`src/rtl/seq_gen_pkg.sv`:
```
// Shared types and constants for the serial pattern generator.
package seq_gen_pkg;

    localparam int REPS_W = 8;
    localparam int GAP_W  = 4;

    localparam logic [3:0] DEF_PATTERN = 4'b1010;

    typedef enum logic [1:0] {
        IDLE  = 2'd0,
        SHIFT = 2'd1,
        GAP   = 2'd2,
        DONE  = 2'd3
    } state_e;

endpackage

```
`src/rtl/seq_pattern_gen.sv`:
```
// Serial pattern generator: sends a W-bit pattern MSB first, reps times back-to-back.
// Define SEQ_GEN_GAP_EN to add the gap input and idle cycles between repetitions.
//
// state | meaning
// IDLE  | ready=1, waiting for start
// SHIFT | out carries one pattern bit per cycle
// GAP   | idle cycles between repetitions (SEQ_GEN_GAP_EN only)
// DONE  | one-cycle done pulse, then back to IDLE
module seq_pattern_gen #(
    parameter int           W           = 4,
    parameter logic [W-1:0] DEF_PATTERN = W'(seq_gen_pkg::DEF_PATTERN)
) (
    input  logic                            clk,
    input  logic                            rst,
    input  logic                            start,
    input  logic [W-1:0]                    pattern,
    input  logic [seq_gen_pkg::REPS_W-1:0]  reps,
`ifdef SEQ_GEN_GAP_EN
    input  logic [seq_gen_pkg::GAP_W-1:0]   gap,
`endif
    output logic                            ready,
    output logic                            out,
    output logic                            out_valid,
    output logic                            done
);

    import seq_gen_pkg::*;

    localparam int             CNT_W    = $clog2(W);
    localparam logic [CNT_W-1:0] LAST_BIT = CNT_W'(W - 1);

    state_e              state_q,     state_d;
    logic [W-1:0]        shreg_q,     shreg_d;
    logic [W-1:0]        pat_q,       pat_d;
    logic [CNT_W-1:0]    bit_cnt_q,   bit_cnt_d;
    logic [REPS_W-1:0]   rep_cnt_q,   rep_cnt_d;
    logic                ready_q,     ready_d;
    logic                out_q,       out_d;
    logic                out_valid_q, out_valid_d;
    logic                done_q,      done_d;
`ifdef SEQ_GEN_GAP_EN
    logic [GAP_W-1:0]    gap_len_q,   gap_len_d;
    logic [GAP_W-1:0]    gap_cnt_q,   gap_cnt_d;
`endif

    always_comb begin
        state_d     = state_q;
        shreg_d     = shreg_q;
        pat_d       = pat_q;
        bit_cnt_d   = bit_cnt_q;
        rep_cnt_d   = rep_cnt_q;
        ready_d     = 1'b0;
        out_valid_d = 1'b0;
        done_d      = 1'b0;
`ifdef SEQ_GEN_GAP_EN
        gap_len_d   = gap_len_q;
        gap_cnt_d   = gap_cnt_q;
`endif

        case (state_q)
            IDLE: begin
                ready_d = 1'b1;
                if (start) begin
                    ready_d = 1'b0;
                    pat_d   = pattern;
                    shreg_d = pattern;
`ifdef SEQ_GEN_GAP_EN
                    gap_len_d = gap;
`endif
                    if (reps == '0) begin
                        rep_cnt_d = '0;
                        state_d   = DONE;
                        done_d    = 1'b1;
                    end else begin
                        rep_cnt_d   = reps - REPS_W'(1);
                        bit_cnt_d   = LAST_BIT;
                        state_d     = SHIFT;
                        out_valid_d = 1'b1;
                    end
                end
            end

            SHIFT: begin
                if (bit_cnt_q != '0) begin
                    // rotate so every register bit stays live; MSB is the next bit out
                    shreg_d     = {shreg_q[W-2:0], shreg_q[W-1]};
                    bit_cnt_d   = bit_cnt_q - CNT_W'(1);
                    out_valid_d = 1'b1;
                end else if (rep_cnt_q != '0) begin
                    rep_cnt_d = rep_cnt_q - REPS_W'(1);
`ifdef SEQ_GEN_GAP_EN
                    if (gap_len_q != '0) begin
                        gap_cnt_d = gap_len_q - GAP_W'(1);
                        state_d   = GAP;
                    end else begin
`else
                    begin
`endif
                        shreg_d     = pat_q;
                        bit_cnt_d   = LAST_BIT;
                        out_valid_d = 1'b1;
                    end
                end else begin
                    state_d = DONE;
                    done_d  = 1'b1;
                end
            end

`ifdef SEQ_GEN_GAP_EN
            GAP: begin
                if (gap_cnt_q == '0) begin
                    shreg_d     = pat_q;
                    bit_cnt_d   = LAST_BIT;
                    state_d     = SHIFT;
                    out_valid_d = 1'b1;
                end else begin
                    gap_cnt_d = gap_cnt_q - GAP_W'(1);
                end
            end
`endif

            DONE: begin
                state_d = IDLE;
                ready_d = 1'b1;
            end

            default: begin
                state_d = IDLE;
                ready_d = 1'b1;
            end
        endcase

        out_d = out_valid_d & shreg_d[W-1];
    end

    always_ff @(posedge clk or negedge rst) begin
        if (!rst) begin
            state_q     <= IDLE;
            shreg_q     <= DEF_PATTERN;
            pat_q       <= DEF_PATTERN;
            bit_cnt_q   <= '0;
            rep_cnt_q   <= '0;
            ready_q     <= 1'b1;
            out_q       <= 1'b0;
            out_valid_q <= 1'b0;
            done_q      <= 1'b0;
`ifdef SEQ_GEN_GAP_EN
            gap_len_q   <= '0;
            gap_cnt_q   <= '0;
`endif
        end else begin
            state_q     <= state_d;
            shreg_q     <= shreg_d;
            pat_q       <= pat_d;
            bit_cnt_q   <= bit_cnt_d;
            rep_cnt_q   <= rep_cnt_d;
            ready_q     <= ready_d;
            out_q       <= out_d;
            out_valid_q <= out_valid_d;
            done_q      <= done_d;
`ifdef SEQ_GEN_GAP_EN
            gap_len_q   <= gap_len_d;
            gap_cnt_q   <= gap_cnt_d;
`endif
        end
    end

    assign ready     = ready_q;
    assign out       = out_q;
    assign out_valid = out_valid_q;
    assign done      = done_q;

endmodule

```
`config.mk`:
```
export PLATFORM = sky130hd
export DESIGN_NAME = seq_pattern_gen
export DESIGN_NICKNAME = d
export VERILOG_FILES = /design/src/rtl/seq_gen_pkg.sv /design/src/rtl/seq_pattern_gen.sv
export SDC_FILE = /design/constraint.sdc
export NUM_CORES = 1
export LEC_CHECK = 0
export BUFFER_PORTS_ARGS = -buffer_cell sky130_fd_sc_hd__buf_4
export CAP_MARGIN = 10
export CORE_ASPECT_RATIO = 0.5
export CORE_MARGIN = 2
export CORE_UTILIZATION = 57
export CTS_CLUSTER_DIAMETER = 120
export DETAILED_ROUTE_END_ITERATION = 8
export PLACE_DENSITY = 0.79
export SETUP_SLACK_MARGIN = 0.5
export SYNTH_ARGS = -nofsm -noshare
export SYNTH_HDL_FRONTEND = slang
export SYNTH_SLANG_ARGS = --single-unit
```
`constraint.sdc`:
```
create_clock -name clk -period 2 [get_ports clk]
set_input_delay 0.4 -clock clk [delete_from_list [all_inputs] [get_ports clk]]
set_output_delay 0.4 -clock clk [all_outputs]
set_load 0.02 [all_outputs]
```
==> results.toml <==
[global_route]
top_usage_layer = "met2"
grt_pass1_vias = 1363
use_met3 = 0.0698
gr-usage-met1 = 0.341
globalRouteMet2Util = 0.520
grt-ovfl-total = 0
grt_usage = 0.283
antenna_found_initial = 0
grt_max_degree = 25
grt_pass1_wl_um = 6540

[sta]
finalHoldViolCount = 0
maxSlewViolCount = 0
worstMarginPinSlew_ns = 0.408
timing.fmax_mhz = 556
setup_tns_ns = 0
maxSlewHeadroom = 0.728
grt_setup_unrepaired = "true"
finalSetupViolCount = 0
period_minus_slack_ns = 1.80
clock-skew-final_ns = 0.00233
timing.final.crit_share = 0.900

[synthesis]
synth.most_common_cell = "dfrtp_1"
synth_edf_count = 0
synth_cell_types = 49
synthArstFlopShare = 1.00
synth_top_area_share = 0.318
synth_seq_cells = 24
syn_area_mm2 = 0.00150
yosys_warnings = 0
ys_top_cells_by_area = "dfrtp_1 32%, dfstp_2 8.8%, a21oi_1 4.4%"
avgSynthCellArea_um2 = 9.65
syn_nets = 174
synth_cells = 155
yosys-top-cells-count = "19 x dfrtp_1, 14 x inv_1, 13 x a21oi_1"
synth_top_cell_by_area = "dfrtp_1"
ys.flop_type = "dfrtp_1"
ys_seq_area_frac = 0.406

[pwr]
p_sw_frac = 0.386
peakVddDrop_mv = 0.501
p_int_mw = 1.59
total_power_mw = 2.59
power.density_mw_per_mm2 = 1200
power_leakage_nw = 0.913
pwr-share-comb = 0.490
clockPowerShare = 0.168
p_sw_mw = 0.999
seq_power_share = 0.343

[cts]
ctsLongestPathBuffers = 2
clk_pin_slew_ns = 0.09
clkLatencyLatePin_ns = 0.27
htreeDepth = 1
cts_buffers = 3
cts_hold_buf = 0
cts_tree = "done"
cts_root_buf = "clkbuf_8"
clkSinkCount = 24

[routing]
remaining_drc_errors = 0
wire_per_inst_um = 21.0
drtAntennaViolNets = 0
drt-total-wl_um = 4990
viasPerCell = 6.79
drt-initial-drc-count = 180
vias = 1615
dr.pass1.iters = 5

[finish]
utilization = 0.850
multiInputGateArea_um2 = 990
regArea_um2 = 611
final_nets = 221
antenna_cells = 0
fillers = 135
area_growth_pct = 44.3
layout-drive-gt1-share = 0.493

[placement]
dp_hpwl_um = 2660
finalWeightedCongestion = 0.811
port_buffers = 18

[hold_path]
hold_class = "in -> async"

[critical_path]
crit_chain = "inv_2 > ha_4 > buf_6 > or3b_4 > nor3_2 > o22ai_1 > a32o_1"
startpoint_type = "register"
regToRegStartpoint = "rep_cnt_q[0]"
cp-end-kind = "register"
startpoint = "rep_cnt_q[0]"
path_class = "reg -> reg"
worstPathRequired_ns = 2.17
arrival_ns = 1.97
r2r_slack_ns = 0.20
cp_slowest_stage_delay_ns = 0.43
crit_fanout = 4
critical_path.slowest_cell = "dfrtp_1"

[floorplan]
die_w_um = 76.4
io_pins = 19
die_h_um = 40.2
rows = 13
core-area_mm2 = 0.00254
dieArea_mm2 = 0.00307
start_util = 0.589

[outcome]
outcome = "finished, final reports clean"

[flow_run]
drv_cap = 0
[path summary, 6_finish.rpt]
path                           endpoint  cells past startpoint
max in group asynchronous    shreg_q[1]                      1
hold / removal             rep_cnt_q[4]                      1
setup reg to reg           rep_cnt_q[6]                      7
min in group clk               pat_q[3]                      2
setup / recovery           rep_cnt_q[6]                      7
hold reg to reg              shreg_q[1]                      2
[per-stage QoR]
| step | cells | hold WS, ns | area [µm²] | worst slack [ns] |
|---|---|---|---|---|
| final | 238 | 0.0130 | 2160 | 0.201 |
| after global routing | 238 | 0.0341 | 2160 | 0.155 |
| after CTS | 227 | 0.0232 | 1950 | 0.270 |
| after detailed placement | 215 | 0.319 | 1760 | 0.155 |
| after global placement | 215 | 0.313 | 1760 | 0.180 |
| after floorplan | 155 | 0.104 | 1530 | 0.318 |
[registers in the layout (all words and copies together), names as in the netlist]
| signal | cells |
|---|---|
| bit_cnt_q | 2 |
| done | 1 |
| out | 1 |
| out_valid | 1 |
| pat_q | 4 |
| ready | 1 |
| rep_cnt_q | 8 |
| shreg_q | 4 |
| state_q | 2 |
[area by class of cell]
cell class                 count  area share
multi-input combinational    111       0.459
timing repair buffer          48       0.179
clock inverter                 1      0.0139
clock buffer                   3      0.0191
tap                           37      0.0215
inverter                      14      0.0244
sequential                    24       0.283
[power groups by stage]
stage          registers, mW  logic [mW]  clock network (mW)
2_1_floorplan          0.853       0.513                   0
6_report               0.887        1.27               0.434
4_1_cts                0.871       0.939               0.433
5_1_grt                0.898        1.33               0.453
3_3_place_gp           0.865       0.760                   0
3_5_place_dp           0.874       0.791                   0
[timing repair]
| action | 4_1_cts | 5_1_grt |
|---|---|---|
| gates cloned | 0 | 0 |
| endpoints found under the setup margin | 18 | 17 |
| endpoints found under the hold margin | 0 | 0 |
| pin swaps | 10 | 17 |
| setup buffers | 8 | 11 |
| gates resized for setup | 17 | 24 |
[kinds of logic after synthesis]
logic type	share of synthesized area
AOI/OAI and AO/OA	0.231
adders and majority gates	0.0335
DFF	0.406
muxes	0.0569
buffers and inverters	0.0519
xor gates and xnor gates	0.0117
and+or+nand+nor	0.209
[cells in the final DEF, fill, tap and decap left out, types with 4 or more instances in the layout]
| master | netlist | layout |
|---|---|---|
| a221oi_2 | 0 | 4 |
| inv_1 | 14 | 11 |
| dfrtp_1 | 19 | 16 |
| buf_4 | 0 | 42 |
| nand2_1 | 5 | 4 |
| mux2i_1 | 4 | 4 |
| o21ai_0 | 7 | 6 |
| dfstp_2 | 5 | 5 |
| nor2_1 | 9 | 7 |
| buf_6 | 0 | 5 |
| a21oi_1 | 13 | 10 |
| o22ai_1 | 5 | 4 |
[per-layer routing]
metal / wire length (µm) / part of all wire / vias up
met5: 0 / 0 / -
met4: 306 / 0.061 / 0
met3: 507 / 0.10 / 41
met2: 2230 / 0.45 / 137
met1: 1940 / 0.39 / 756
li1: - / - / 681
[critical path: cells and delay by family (launching register included)]
kind | cells | cell delay [ns]
flip-flops | 1 | 0.43
AO/OA/AOI/OAI | 2 | 0.36
AND/OR/NAND/NOR | 2 | 0.59
adder cells (fa/ha/maj) | 1 | 0.14
buffers and inverters | 2 | 0.18
(Power assumes the default switching activity.)
